[src/rtl/sat_counter.sv]
// Saturating up-counter with synchronous reset and synchronous clear.
// Clear wins over increment; once all ones, further increments are ignored.
`timescale 1ns/1ps

module sat_counter #(
    parameter int WIDTH = 8
) (
    input  logic             clk,
    input  logic             srst,
    input  logic             clr,
    input  logic             inc,
    output logic [WIDTH-1:0] count
);

    localparam logic [WIDTH-1:0] CNT_MAX = {WIDTH{1'b1}};

    logic [WIDTH-1:0] count_reg;
    logic [WIDTH-1:0] count_next;

    // Next value: clear, saturating increment, or hold.
    always_comb begin
        count_next = count_reg;
        if (clr) begin
            count_next = '0;
        end else if (inc && (count_reg != CNT_MAX)) begin
            count_next = count_reg + 1'b1;
        end
    end

    // Counter register.
    always_ff @(posedge clk) begin
        if (srst) begin
            count_reg <= '0;
        end else begin
            count_reg <= count_next;
        end
    end

    assign count = count_reg;

endmodule

[config.mk]
export PLATFORM = sky130hd
export DESIGN_NAME = sat_counter
export DESIGN_NICKNAME = d
export VERILOG_FILES = /design/src/rtl/sat_counter.sv
export SDC_FILE = /design/constraint.sdc
export NUM_CORES = 1
export LEC_CHECK = 0
export CELL_PAD_IN_SITES_DETAIL_PLACEMENT = 0
export CELL_PAD_IN_SITES_GLOBAL_PLACEMENT = 2
export CORE_UTILIZATION = 28
export DETAILED_ROUTE_END_ITERATION = 8
export MAX_ROUTING_LAYER = met4
export PLACE_DENSITY = 0.77
export SYNTH_ARGS = -nofsm -noshare
export SYNTH_HDL_FRONTEND = slang
export SYNTH_SLANG_ARGS = --single-unit
[constraint.sdc]
create_clock -name clk -period 3.3 [get_ports clk]
set_input_delay 0.66 -clock clk [delete_from_list [all_inputs] [get_ports clk]]
set_output_delay 0.66 -clock clk [all_outputs]
set_load 0.005 [all_outputs]
==> results.json, run 1 <==
{
  "outcome": "finished clean",
  "detailedRoute.firstIterationViolations": 3,
  "preCtsSetupSlack_ns": 1.23,
  "die_area_um2": 1720,
  "layout.cell_area.non_filler_um2": 579,
  "cpMaxStageDelayCell": "clkdlybuf4s50_1",
  "endpoint_kind": "primary output",
  "critical_path_class": "reg -> out",
  "worstSetupEndpoint": "count[3]",
  "post_synth.cell_area_avg_um2": 9.26,
  "power_density_nw_per_um2": 324,
  "clock_skew_ns": 0.00541,
  "synth.yosys.warnings": 0,
  "cp_cell_sequence": "clkdlybuf4s50_1",
  "r2r_slack_ns": 1.85,
  "sw_ratio_pct": 22.1,
  "die_w_um": 41.4,
  "max_freq_ghz": 0.522,
  "worstReg2RegStart": "count[0]$_SDFFE_PP0P_",
  "worst_setup_path_start_kind": "flip-flop",
  "final.setup.tns_ns": 0,
  "worstPathArrival_ns": 1.26,
  "grt_util_all_layers_pct": 11.8,
  "worstSetupPathDepth": 1,
  "period_minus_slack_ns": 1.92,
  "synth.ff_latch_count": 8,
  "grt-busiest-layer": "met2",
  "rows": 13,
  "post_synth_num_cell_types": 21,
  "io_buffer_count": 11,
  "cell_at_the_root_of_the_clock_tree": "clkbuf_4",
  "max-vdd-ir-drop_mv": 0.141,
  "antenna_found_initial": 0,
  "postCtsResizedCells": 0,
  "tritoncts": "yes",
  "die_height_um": 41.4,
  "drcViolationCount": 0,
  "instances_no_fill": 75,
  "numPlacedInstances": 72,
  "drt-pass1-iter-count": 4,
  "hold_viol_final": 0,
  "grt_first_pass_wirelength_mm": 1.46,
  "syn-cell-area_um2": 435,
  "max_slew_margin_pct": 70.4,
  "grtUsageMet1_pct": 12.7,
  "htree_num_levels": 1,
  "timing.critical_path.max_delay_family": "buffers and inverters",
  "final_min_period_over_clock_period_pct": 58.1,
  "drv_slew": 0,
  "power.net_switching_uw": 41.4,
  "routed_via_density": 5.51,
  "area_delta_synth_final_pct": 33.0,
  "grtUsageMet2_pct": 18.4,
  "cts_sinks": 8,
  "clkPwrFrac_pct": 40.3,
  "synth_seq_area_share_pct": 36.8,
  "critical_path.max_fanout": 8,
  "seq_power_share_pct": 52.5,
  "setup.worst_path.start": "count[3]$_SDFFE_PP0P_",
  "critical_path.max_stage_delay_ns": 0.56,
  "fin_worst_hold_slack_ns": 0.489,
  "drt.antenna.violating_nets": 0,
  "first_global_vias": 349,
  "timing.rr.end": "count[6]$_SDFFE_PP0P_",
  "initial_utilization_pct": 31.9,
  "reg2regPathDepth": 4,
  "cts-buffers-inserted": 3,
  "drive_gt1_share_pct": 8.33,
  "grt_setup_unrepaired": "no",
  "hold_buffers": 0,
  "cellInternalPower_uw": 146,
  "cap_viol_max_count": 0,
  "clockBufferDepth": 2,
  "clk-insertion-delay-late_ns": 0.25,
  "grt_start_max_net_pins": 9,
  "gr-total-overflow": 0,
  "num_antenna_cells": 0,
  "num_io_pins": 12,
  "leakage_nw": 0.209,
  "number_of_flip_flops_under_the_largest_register_name": 8,
  "placement.cell_area_um2": 557,
  "worst-endpoint-required_ns": 2.64,
  "postCtsSetupRepairBufs": 0,
  "nets": 67,
  "synth.net_count": 52,
  "dr_total_vias": 413,
  "post_synth_inst_count": 47,
  "min_path_type": "reg -> reg",
  "gp_routability_congestion": 0.686,
  "layout.filler_cells": 152,
  "detail_route.wirelength_um": 951,
  "comb_power_share_pct": 7.2,
  "post_drt_wl_per_cell_um": 12.7,
  "fp.coreArea_um2": 1370,
  "tightestPinTransition_ns": 0.442,
  "timing.final.setup_violations": 0,
  "cp_num_buf_inv": 1,
  "clk_pin_slew_ns": 0.05,
  "setup_ws_ns": 1.38,
  "grt_use_met3_pct": 7.83
}
worst min path at each step:
stage	slack, ns	cells past startpoint	to	startpoint
after floorplan	0.48	2	count[1]$_SDFFE_PP0P_	count[1]$_SDFFE_PP0P_
after global placement	0.47	2	count[1]$_SDFFE_PP0P_	count[1]$_SDFFE_PP0P_
after detailed placement	0.49	2	count[1]$_SDFFE_PP0P_	count[1]$_SDFFE_PP0P_
after CTS	0.49	2	count[1]$_SDFFE_PP0P_	count[1]$_SDFFE_PP0P_
after global routing	0.52	2	count[1]$_SDFFE_PP0P_	count[1]$_SDFFE_PP0P_
final	0.49	2	count[1]$_SDFFE_PP0P_	count[1]$_SDFFE_PP0P_
area by class of cell:
type | instances | area, um2 | area share, %
Inverter | 1 | 3.75 | 0.648
Clock buffer | 3 | 22.5 | 3.89
Sequential cell | 8 | 160 | 27.6
Tap cell | 15 | 18.8 | 3.24
Multi-Input combinational cell | 37 | 264 | 45.6
Timing Repair Buffer | 11 | 110 | 19.0
stage by stage:
| stage | util, % | total power, mW |
|---|---|---|
| final | 42.4 | 0.188 |
| after global routing | 42.4 | 0.198 |
| after CTS | 42.4 | 0.191 |
| after detailed placement | 40.8 | 0.114 |
| after global placement | 40.8 | 0.114 |
| after floorplan | - | 0.105 |
cell usage after synthesis:
| master | n | area [um2] |
|---|---|---|
| and3_1 | 3 | 18.8 |
| or3_1 | 3 | 18.8 |
| a31oi_1 | 1 | 6.26 |
| buf_4 | 1 | 7.51 |
| mux2i_1 | 4 | 40.0 |
| nor4_1 | 1 | 6.26 |
| nor2_1 | 1 | 3.75 |
| o21ai_0 | 1 | 5.00 |
| a21boi_1 | 2 | 15.0 |
| nand3_1 | 2 | 10.0 |
| a21oi_1 | 4 | 20.0 |
| nand2_1 | 6 | 22.5 |
| inv_1 | 1 | 3.75 |
| or4_1 | 1 | 7.51 |
| and4_1 | 2 | 17.5 |
| a2111oi_4 | 1 | 27.5 |
| dfxtp_1 | 8 | 160 |
| a21boi_2 | 1 | 11.3 |
| ha_1 | 1 | 12.5 |
| and3b_1 | 1 | 8.76 |
| nand4_1 | 2 | 12.5 |
layout by cell type, fill, tap and decap left out:
cell type / n
and3b_1: 1
inv_1: 1
mux2i_1: 4
a21boi_1: 2
clkbuf_4: 3
nor2_1: 1
clkdlybuf4s50_1: 11
nand2_1: 6
a2111oi_4: 1
and3_1: 3
a31oi_1: 1
and4_1: 2
nand3_1: 2
or3_1: 3
dfxtp_1: 8
o21ai_0: 1
a21oi_1: 4
a21boi_2: 1
ha_1: 1
or4_1: 1
nor4_1: 1
nand4_1: 2
layer usage:
layer	vias up	share of wire [%]
li1	208	-
met1	190	45
met2	13	48
met3	2	5.4
met4	0	1.3
met5	-	0
cells by family (layout without fill, tap and decap cells):
| family | after synthesis | in the layout | synth area share (%) |
|---|---|---|---|
| mux | 4 | 4 | 9.20 |
| simple gates | 22 | 22 | 29.0 |
| compound gates | 10 | 10 | 19.5 |
| flops | 8 | 8 | 36.8 |
| fa+ha+maj | 1 | 1 | 2.87 |
| buf+inv | 2 | 15 | 2.59 |
power by group through the flow:
stage,sequential (mW),clock (mW),combinational (mW)
2_1_floorplan,0.100,0,0.00459
3_3_place_gp,0.100,0,0.0131
3_5_place_dp,0.101,0,0.0136
4_1_cts,0.0984,0.0788,0.0136
5_1_grt,0.0985,0.0846,0.0149
6_report,0.0984,0.0755,0.0136
No activity file was read; power rests on OpenSTA's default activity.
==> run 2: changes to the inputs <==
- CORE_UTILIZATION: 28 -> 26
- PLACE_DENSITY: 0.77 -> 0.73
- clock period: 3.3 -> 2 ns (I/O delays scaled with it)
==> results.json, run 2 (synthesis gave the netlist of run 1 again) <==
{
  "nets": 68,
  "grt_start_max_net_pins": 9,
  "cap_viol_max_count": 0,
  "gp_routability_congestion": 0.692,
  "timing.final.setup_violations": 0,
  "clk_pin_slew_ns": 0.06,
  "leakage_nw": 0.214,
  "grt_util_all_layers_pct": 12.4,
  "outcome": "finished clean",
  "number_of_flip_flops_under_the_largest_register_name": 8,
  "cell_at_the_root_of_the_clock_tree": "clkbuf_4",
  "layout.cell_area.non_filler_um2": 588,
  "final_cell_mix": "11 x clkdlybuf4s50_1, 8 x dfxtp_1, 6 x nand2_1",
  "antenna_found_initial": 0,
  "postCtsResizedCells": 0,
  "final.setup.tns_ns": 0,
  "reg2regPathDepth": 4,
  "critical_path.max_stage_delay_ns": 0.56,
  "fp.coreArea_um2": 1540,
  "drt.antenna.violating_nets": 0,
  "rows": 14,
  "post_drt_wl_per_cell_um": 11.8,
  "r2r_slack_ns": 0.52,
  "fin_worst_hold_slack_ns": 0.487,
  "initial_utilization_pct": 28.2,
  "htree_num_levels": 1,
  "die_area_um2": 1840,
  "timing.critical_path.max_delay_family": "buffers and inverters",
  "hold_buffers": 0,
  "placement.cell_area_um2": 566,
  "power_density_nw_per_um2": 535,
  "clock_skew_ns": 0.000682,
  "hold_viol_final": 0,
  "num_io_pins": 12,
  "area_delta_synth_final_pct": 35.1,
  "drcViolationCount": 0,
  "timing.rr.end": "count[6]$_SDFFE_PP0P_",
  "cts-buffers-inserted": 3,
  "clockBufferDepth": 2,
  "detail_route.wirelength_um": 912,
  "grt_setup_unrepaired": "no",
  "layout_commonest_cell": "clkdlybuf4s50_1",
  "worst_setup_path_start_kind": "flip-flop",
  "cp_num_buf_inv": 1,
  "detailedRoute.firstIterationViolations": 0,
  "final_min_period_over_clock_period_pct": 84.8,
  "max_freq_ghz": 0.590,
  "drt-pass1-iter-count": 1,
  "postCtsSetupRepairBufs": 0,
  "io_buffer_count": 11,
  "worst-endpoint-required_ns": 1.60,
  "critical_path_class": "reg -> out",
  "worstReg2RegStart": "count[0]$_SDFFE_PP0P_",
  "cp_cell_sequence": "clkdlybuf4s50_1",
  "die_w_um": 42.9,
  "min_path_type": "reg -> reg",
  "drv_slew": 0,
  "grt_first_pass_wirelength_mm": 1.62,
  "max-vdd-ir-drop_mv": 0.398,
  "die_height_um": 42.9,
  "worstPathArrival_ns": 1.30,
  "max_slew_margin_pct": 71.3,
  "period_minus_slack_ns": 1.70,
  "drive_gt1_share_pct": 9.84,
  "clk-insertion-delay-late_ns": 0.26,
  "critical_path.max_fanout": 8,
  "worstSetupPathDepth": 1,
  "setup.worst_path.start": "count[3]$_SDFFE_PP0P_",
  "cpMaxStageDelayCell": "clkdlybuf4s50_1",
  "dr_total_vias": 399,
  "num_antenna_cells": 0,
  "worstSetupEndpoint": "count[3]",
  "endpoint_kind": "primary output",
  "routed_via_density": 5.18,
  "detailed_place_hpwl_um": 687,
  "layout.filler_cells": 172,
  "tightestPinTransition_ns": 0.429,
  "first_global_vias": 373,
  "cts_sinks": 8,
  "gr-total-overflow": 0,
  "tritoncts": "yes"
}
run 2: where the power goes:
group / total, mW / internal [mW] / switching [mW]
clock: 0.129 / 0.0690 / 0.0598
sequential: 0.162 / 0.161 / 0.00152
combinational: 0.0232 / 0.0128 / 0.0104
total: 0.314 / 0.243 / 0.0718
run 2: how the worst min path moves through the flow:
stage / from / to / slack, ns / cells past startpoint
detailed placement: count[1]$_SDFFE_PP0P_ / count[1]$_SDFFE_PP0P_ / 0.48 / 2
global placement: count[1]$_SDFFE_PP0P_ / count[1]$_SDFFE_PP0P_ / 0.49 / 2
global route: count[1]$_SDFFE_PP0P_ / count[1]$_SDFFE_PP0P_ / 0.52 / 2
CTS: count[1]$_SDFFE_PP0P_ / count[1]$_SDFFE_PP0P_ / 0.49 / 2
floorplan: clr / count[5]$_SDFFE_PP0P_ / 0.46 / 1
finish: count[1]$_SDFFE_PP0P_ / count[1]$_SDFFE_PP0P_ / 0.49 / 2
run 2: metal layers:
metal	GRT usage [%]	wire length (um)	vias up
li1	-	-	209
met2	19.1	415	9
met4	7.50	23	0
met3	3.83	40	2
met1	14.0	432	179
met5	-	0	-
run 2: cell type report:
type	instances	area (um2)	share of cell area [%]
Multi-Input combinational cell	37	264	44.9
Sequential cell	8	160	27.2
Timing Repair Buffer	12	118	20.0
Clock buffer	3	22.5	3.83
Tap cell	16	20.0	3.40
Inverter	1	3.75	0.638
run 2: worst min-delay path, cell delays in order, from the launching register on:
cell,delay [ns]
dfxtp_1,0.33
nand2_1,0.06
mux2i_1,0.05
run 2: stage by stage:
stage	total power [mW]	utilization (%)	cells	setup slack [ns]
floorplan	0.173	-	47	0.636
global placement	0.190	36.7	74	0.230
detailed placement	0.189	36.7	74	0.211
CTS	0.318	38.1	77	0.315
global route	0.329	38.1	77	0.260
finish	0.314	38.1	77	0.305
==> run 3: changes to the inputs <==
- clock period: 2 -> 1.7 ns (I/O delays scaled with it)
==> results.json, run 3 (synthesis gave the netlist of run 1 again) <==
{
  "hold_path_startpoint": "count[1]$_SDFFE_PP0P_",
  "detailedRoute.firstIterationViolations": 5,
  "rows": 14,
  "htree_num_levels": 1,
  "drive_gt1_share_pct": 12.7,
  "die_height_um": 42.9,
  "grt_start_max_net_pins": 9,
  "cts-buffers-inserted": 3,
  "clockBufferDepth": 2,
  "die_area_um2": 1840,
  "cap_viol_max_count": 0,
  "detailed_place_hpwl_um": 730,
  "gp_routability_congestion": 0.730,
  "area_delta_synth_final_pct": 38.5,
  "timing.critical_path.max_delay_family": "buffers and inverters",
  "timing.final.setup_violations": 0,
  "grt_util_all_layers_pct": 12.9,
  "max_freq_ghz": 0.630,
  "initial_utilization_pct": 28.2,
  "power_density_nw_per_um2": 625,
  "worst-endpoint-required_ns": 1.36,
  "period_minus_slack_ns": 1.59,
  "postCtsSetupRepairBufs": 0,
  "drt-pass1-iter-count": 2,
  "grt_setup_unrepaired": "no",
  "routed_via_density": 5.14,
  "critical_path.max_stage_delay_ns": 0.55,
  "tightestPinTransition_ns": 0.283,
  "first_global_vias": 374,
  "nets": 70,
  "die_w_um": 42.9,
  "critical_path_class": "reg -> out",
  "max-vdd-ir-drop_mv": 0.288,
  "outcome": "finished clean",
  "detail_route.wirelength_um": 967,
  "clk-insertion-delay-late_ns": 0.26,
  "fp.coreArea_um2": 1540,
  "tritoncts": "yes",
  "cts_sinks": 8,
  "gr-total-overflow": 0,
  "antenna_found_initial": 0,
  "hold_viol_final": 0,
  "final_cell_mix": "11 x clkdlybuf4s50_1, 8 x dfxtp_1, 6 x nand2_1",
  "fin_worst_hold_slack_ns": 0.491,
  "drcViolationCount": 0,
  "layout.filler_cells": 170,
  "critical_path.max_fanout": 8,
  "leakage_nw": 0.224,
  "postCtsResizedCells": 0,
  "cp_cell_sequence": "clkdlybuf4s50_1",
  "finish.utilization_pct": 39.1,
  "r2r_slack_ns": 0.24,
  "drt.antenna.violating_nets": 0,
  "post_drt_wl_per_cell_um": 12.2,
  "worst_setup_path_start_kind": "flip-flop",
  "drv_slew": 0,
  "setup.worst_path.start": "count[3]$_SDFFE_PP0P_",
  "worstPathArrival_ns": 1.25,
  "max_slew_margin_pct": 81.1,
  "final.setup.tns_ns": 0,
  "cpMaxStageDelayCell": "clkdlybuf4s50_1",
  "final_min_period_over_clock_period_pct": 93.4,
  "dr_total_vias": 406,
  "min_path_type": "reg -> reg",
  "num_antenna_cells": 0,
  "worstReg2RegStart": "count[0]$_SDFFE_PP0P_",
  "hold_buffers": 0,
  "number_of_flip_flops_under_the_largest_register_name": 8,
  "io_buffer_count": 11,
  "grt_first_pass_wirelength_mm": 1.65,
  "layout_commonest_cell": "clkdlybuf4s50_1",
  "clk_pin_slew_ns": 0.06,
  "endpoint_kind": "primary output",
  "cp_num_buf_inv": 1,
  "clock_skew_ns": 0.00362,
  "cell_at_the_root_of_the_clock_tree": "clkbuf_4",
  "num_io_pins": 12
}
-- run 3: cell count changes in the layout (fill, tap and decap cells not counted), sizes merged --
cell	previous run	this run
buf	1	3
-- run 3: final timing paths --
check / end / cells after the start
max: count[3] / 1
min: count[1]$_SDFFE_PP0P_ / 2
max reg2reg: count[6]$_SDFFE_PP0P_ / 4
min reg2reg: count[1]$_SDFFE_PP0P_ / 2
-- run 3: final cells by class --
type / count / area, um2 / area share (%)
Multi-Input combinational cell: 37 / 264 / 43.8
Timing Repair Buffer: 14 / 133 / 22.0
Clock buffer: 3 / 22.5 / 3.73
Sequential cell: 8 / 160 / 26.6
Tap cell: 16 / 20.0 / 3.32
Inverter: 1 / 3.75 / 0.622
-- run 3: report_power, final --
part	internal, mW	switching (mW)
Sequential	0.189	0.00178
Clock	0.0814	0.0734
Combinational	0.0179	0.0133
-- run 3: layer usage --
layer / global-route usage, % / up-vias / routed length (um)
met4: 9.38 / 0 / 14
met3: 3.83 / 2 / 36
met2: 17.6 / 7 / 440
met5: - / - / 0
li1: - / 212 / -
met1: 15.8 / 185 / 476
-- run 3: through the flow --
stage / area [um2] / setup WS, ns / power [mW] / std cells
4_1_cts: 603 / 0.0959 / 0.378 / 79
6_report: 603 / 0.112 / 0.377 / 79
3_3_place_gp: 581 / 0.0369 / 0.227 / 76
2_1_floorplan: 435 / 0.336 / 0.204 / 47
5_1_grt: 603 / 0.0459 / 0.394 / 79
3_5_place_dp: 581 / 0.0119 / 0.226 / 76
==> patch 1, RTL diff (flow settings as in run 2) <==
Reset style: asynchronous (`srst`), changed in one clocked block. Comments in the files are not updated.
--- a/src/rtl/sat_counter.sv
+++ b/src/rtl/sat_counter.sv
@@ -28,7 +28,7 @@
     end
 
     // Counter register.
-    always_ff @(posedge clk) begin
+    always_ff @(posedge clk or posedge srst) begin
         if (srst) begin
             count_reg <= '0;
         end else begin
Function: differs if srst is asserted again (counterexample within 4 cycles, from zero or initial values and one cycle with srst high); with srst held inactive, the same outputs for 10 cycles.
==> patch 1 against run 2 <==
- synthesized cell count increased by 4.3%
- design area increased by 11%
- setup slack better by 0.029 ns
- synthesized area grew 16%
- combinational power up 59%
- sequential cell count stayed put
- routed wire length up 12%
- cell count increased by 12%
- power rose by 4.9%
- largest power group unchanged
==> patch 1: results (changes against run 2) <==
metric	value	unit	change
critical-path-top-delay-family	flip-flops		
dp_hpwl	788	µm	+15%
wl	1020	µm	+12%
power_leakage	0.286	nW	+34%
synth_fp_nets	54		+3.8%
drive_above_1_share	0.180		+0.0820
fin_hold_ws	0.394	ns	-0.0928 ns
grt_start_max_net_pins	11		+2
ys_types	25		+19%
critPathKind	reg -> reg		
viasPerCell	4.53		-12%
startpoint	count[0]$_DFFE_PP0P_		
cp_data_arrival_time	1.80	ns	+0.50 ns
synth_mux_area_frac	0.139		+0.0470
p_switching	0.0000745	W	+3.8%
antenna_found_initial	0		unchanged
slowest_delay	0.42	ns	-0.14 ns
hp-class	in -> async		
finClkSkew	0.00421	ns	+0.00353 ns
synth_async_sr_flop_share	1.00		+1.00
dr.pass1.iters	2		+1
place_area	631	µm²	+12%
crit_slowest_cell	dfrtp_1		
grt_pass1_vias	377		+1.1%
vdd_drop_max	0.000352	V	-12%
r2r_slack	0.33	ns	-0.19 ns
cp_max_fo	5		-3
fill_cells	189		+9.9%
rr_endpoint	count[5]$_DFFE_PP0P_		
combPwrFrac	0.112		+0.038
p_seq	0.000171	W	+6%
status	finished clean		
synth-compound-area-share	0.156		-0.0391
wl_per_cell	11.9	µm	+0.14%
slew_headroom	0.756		+0.0433
dp.cells	83		+12%
ys_seq_area_frac	0.397		+0.0292
period_needed	1.67	ns	-0.0294 ns
place_congestion	0.718		+3.8%
synthTopCellsByArea	dfrtp_1 (40%), mux2_4 (12%), nor2b_1 (5.0%)		
synthTopCellsByCount	dfrtp_1 (8), mux2_4 (4), nand2_1 (4), nor2_1 (4), nor2b_1 (4)		
synth.avg_cell_area	10.3	µm²	+11%
pre_cts_ws	0.112	ns	-0.0992 ns
[patch 1: cell count changes after synthesis, moves of 3 or more]
cell,change
nor2b_1,+4
dfrtp_1,+8
mux2i_1,-3
mux2_4,+4
dfxtp_1,-8
nor2_1,+3
or3_1,-3
[patch 1: routing by layer]
| layer | track usage | vias to the layer above | wire (µm) |
|---|---|---|---|
| li1 | - | 201 | - |
| met1 | 0.136 | 180 | 487 |
| met2 | 0.189 | 7 | 467 |
| met3 | 0.0714 | 2 | 52 |
| met4 | 0.0353 | 0 | 12 |
| met5 | - | - | 0 |
[patch 1: layout make-up]
cell class | instances | area (µm²) | area share
Sequential cell | 8 | 200 | 0.307
Clock buffer | 3 | 22.5 | 0.0345
Inverter | 2 | 7.51 | 0.0115
Timing Repair Buffer | 11 | 110 | 0.169
Multi-Input combinational cell | 37 | 282 | 0.431
Tap cell | 25 | 31.3 | 0.0479
==> patch 2, RTL diff (config.mk and constraints of run 2) <==
Made on the original files. `WIDTH`: 8 -> 9.
--- a/src/rtl/sat_counter.sv
+++ b/src/rtl/sat_counter.sv
@@ -3,7 +3,7 @@
 `timescale 1ns/1ps
 
 module sat_counter #(
-    parameter int WIDTH = 8
+    parameter int WIDTH = 9
 ) (
     input  logic             clk,
     input  logic             srst,
Interface: changed (resized count); port bits go from 12 to 13. No check against the original RTL was run, so the function may have changed too.
==> patch 2 against run 2 <==
- via count shrank 0.75%
- power grew 11%
- routed wire length is 3.5% higher
- design area is 1.5% higher
- setup slack got worse by 0.14 ns
- synthesized area down 1.1%
- largest cell class unchanged
- sequential cell count grew 1
- clock skew grew 0.0070 ns
- synthesized cell count unchanged
- critical endpoint is now count[5]$_SDFFE_PP0P_
==> patch 2: results (changes against run 2) <==
metric	value	unit	change
critical-path-top-delay-family	simple AND/OR/NAND/NOR gates		
slowest_delay	0.50	ns	-0.06 ns
fin_cells	79		+2.6%
grt_start_max_net_pins	10		+1
clock_latency	0.27	ns	
vdd_drop_max	0.000234	V	-41%
track_usage	0.126		+0.00147
synthTopCellsByArea	dfxtp_1 (42%), a21oi_1 (5.8%), ha_1 (5.8%)		
reg2regPathDepth	7		+3
dp.cells	75		+1.4%
synth_async_sr_flop_share	0		unchanged
drtIter0Drc	4		+4
fin_hold_ws	0.505	ns	+0.0186 ns
cts_max_level	1		unchanged
pre_cts_ws	0.207	ns	-0.00469 ns
min_from	count[7]$_SDFFE_PP0P_		
ys.flop_type	dfxtp_1		
place_congestion	0.654		-5.5%
slew_headroom	0.871		+0.158
numPortBuffers	12		+1
rr_endpoint	count[5]$_SDFFE_PP0P_		
postCtsSetupBuffers	0		unchanged
cp_max_fo	6		-2
grt_pass1_wl	1610	µm	-0.86%
dp_hpwl	663	µm	-3.5%
fill_cells	161		-6.4%
grt_pass1_vias	387		+3.8%
holdPathEnd	count[7]$_SDFFE_PP0P_		
nets	70		+2.9%
status	finished clean		
largest_reg_flops	9		+1
synthTopCellsByCount	dfxtp_1 (9), a21oi_1 (5), nor2_1 (5), nand3_1 (3), o21ai_0 (3)		
r2r_start	count[0]$_SDFFE_PP0P_		
hp-class	reg -> reg		
finClkSkew	0.00771	ns	+0.00703 ns
antenna_found_initial	0		unchanged
r2r_slack	0.17	ns	-0.35 ns
synth.avg_cell_area	9.16	µm²	-1.1%
crit_slowest_cell	or4_1		
min_path_cells	2		unchanged
n_antenna_cell	0		unchanged
viasPerCell	5.01		-3.3%
power_leakage	0.214	nW	about the same
dr.pass1.iters	2		+1
period_share	0.916		+0.0686
place_area	571	µm²	+0.88%
power.internal	0.000270	W	+11%
cp_data_arrival_time	2.03	ns	+0.73 ns
synth_fp_nets	53		+1.9%
drive_above_1_share	0.127		+0.0286
ys_seq_area_frac	0.419		+0.0508
wl	944	µm	+3.5%
[patch 2: worst max-delay path by stage]
stage                                  to  depth (start not counted)             startpoint
floorplan           count[5]$_SDFFE_PP0P_                          8  count[0]$_SDFFE_PP0P_
global placement    count[7]$_SDFFE_PP0P_                          7  count[0]$_SDFFE_PP0P_
detailed placement  count[5]$_SDFFE_PP0P_                          7  count[0]$_SDFFE_PP0P_
CTS                 count[5]$_SDFFE_PP0P_                          7  count[0]$_SDFFE_PP0P_
global route        count[5]$_SDFFE_PP0P_                          7  count[0]$_SDFFE_PP0P_
finish              count[5]$_SDFFE_PP0P_                          7  count[0]$_SDFFE_PP0P_
[patch 2: per-layer routing]
layer	up-vias	wire, µm	global-route usage
met1	178	457	0.134
li1	203	-	-
met2	13	420	0.185
met3	2	59	0.0766
met5	-	0	-
met4	0	6	0.0563
[patch 2: cells by family after synthesis]
family	after synthesis	share of synthesized area
muxes	2	0.0465
adders and majority gates	2	0.0581
AOI/OAI and AO/OA	10	0.128
buffers and inverters	3	0.0436
DFF	9	0.419
xor gates and xnor gates	2	0.0407
and+or+nand+nor	19	0.265
[patch 2: power by group through the flow]
stage | registers [W] | logic, W | clock network, W
6_report | 0.000182 | 0.0000216 | 0.000144
5_1_grt | 0.000182 | 0.0000238 | 0.000162
2_1_floorplan | 0.000186 | 0.0000114 | 0
3_3_place_gp | 0.000186 | 0.0000216 | 0
4_1_cts | 0.000182 | 0.0000218 | 0.000151
3_5_place_dp | 0.000186 | 0.0000216 | 0
[patch 2: layout make-up]
type                    instances  area [µm²]  share of cell area
inverters                       1        3.75             0.00629
multi-input cells              35         231               0.388
clock buffers                   4        26.3              0.0440
repair buffers                 14         135               0.226
well taps                      16        20.0              0.0335
flip-flops and latches          9         180               0.302
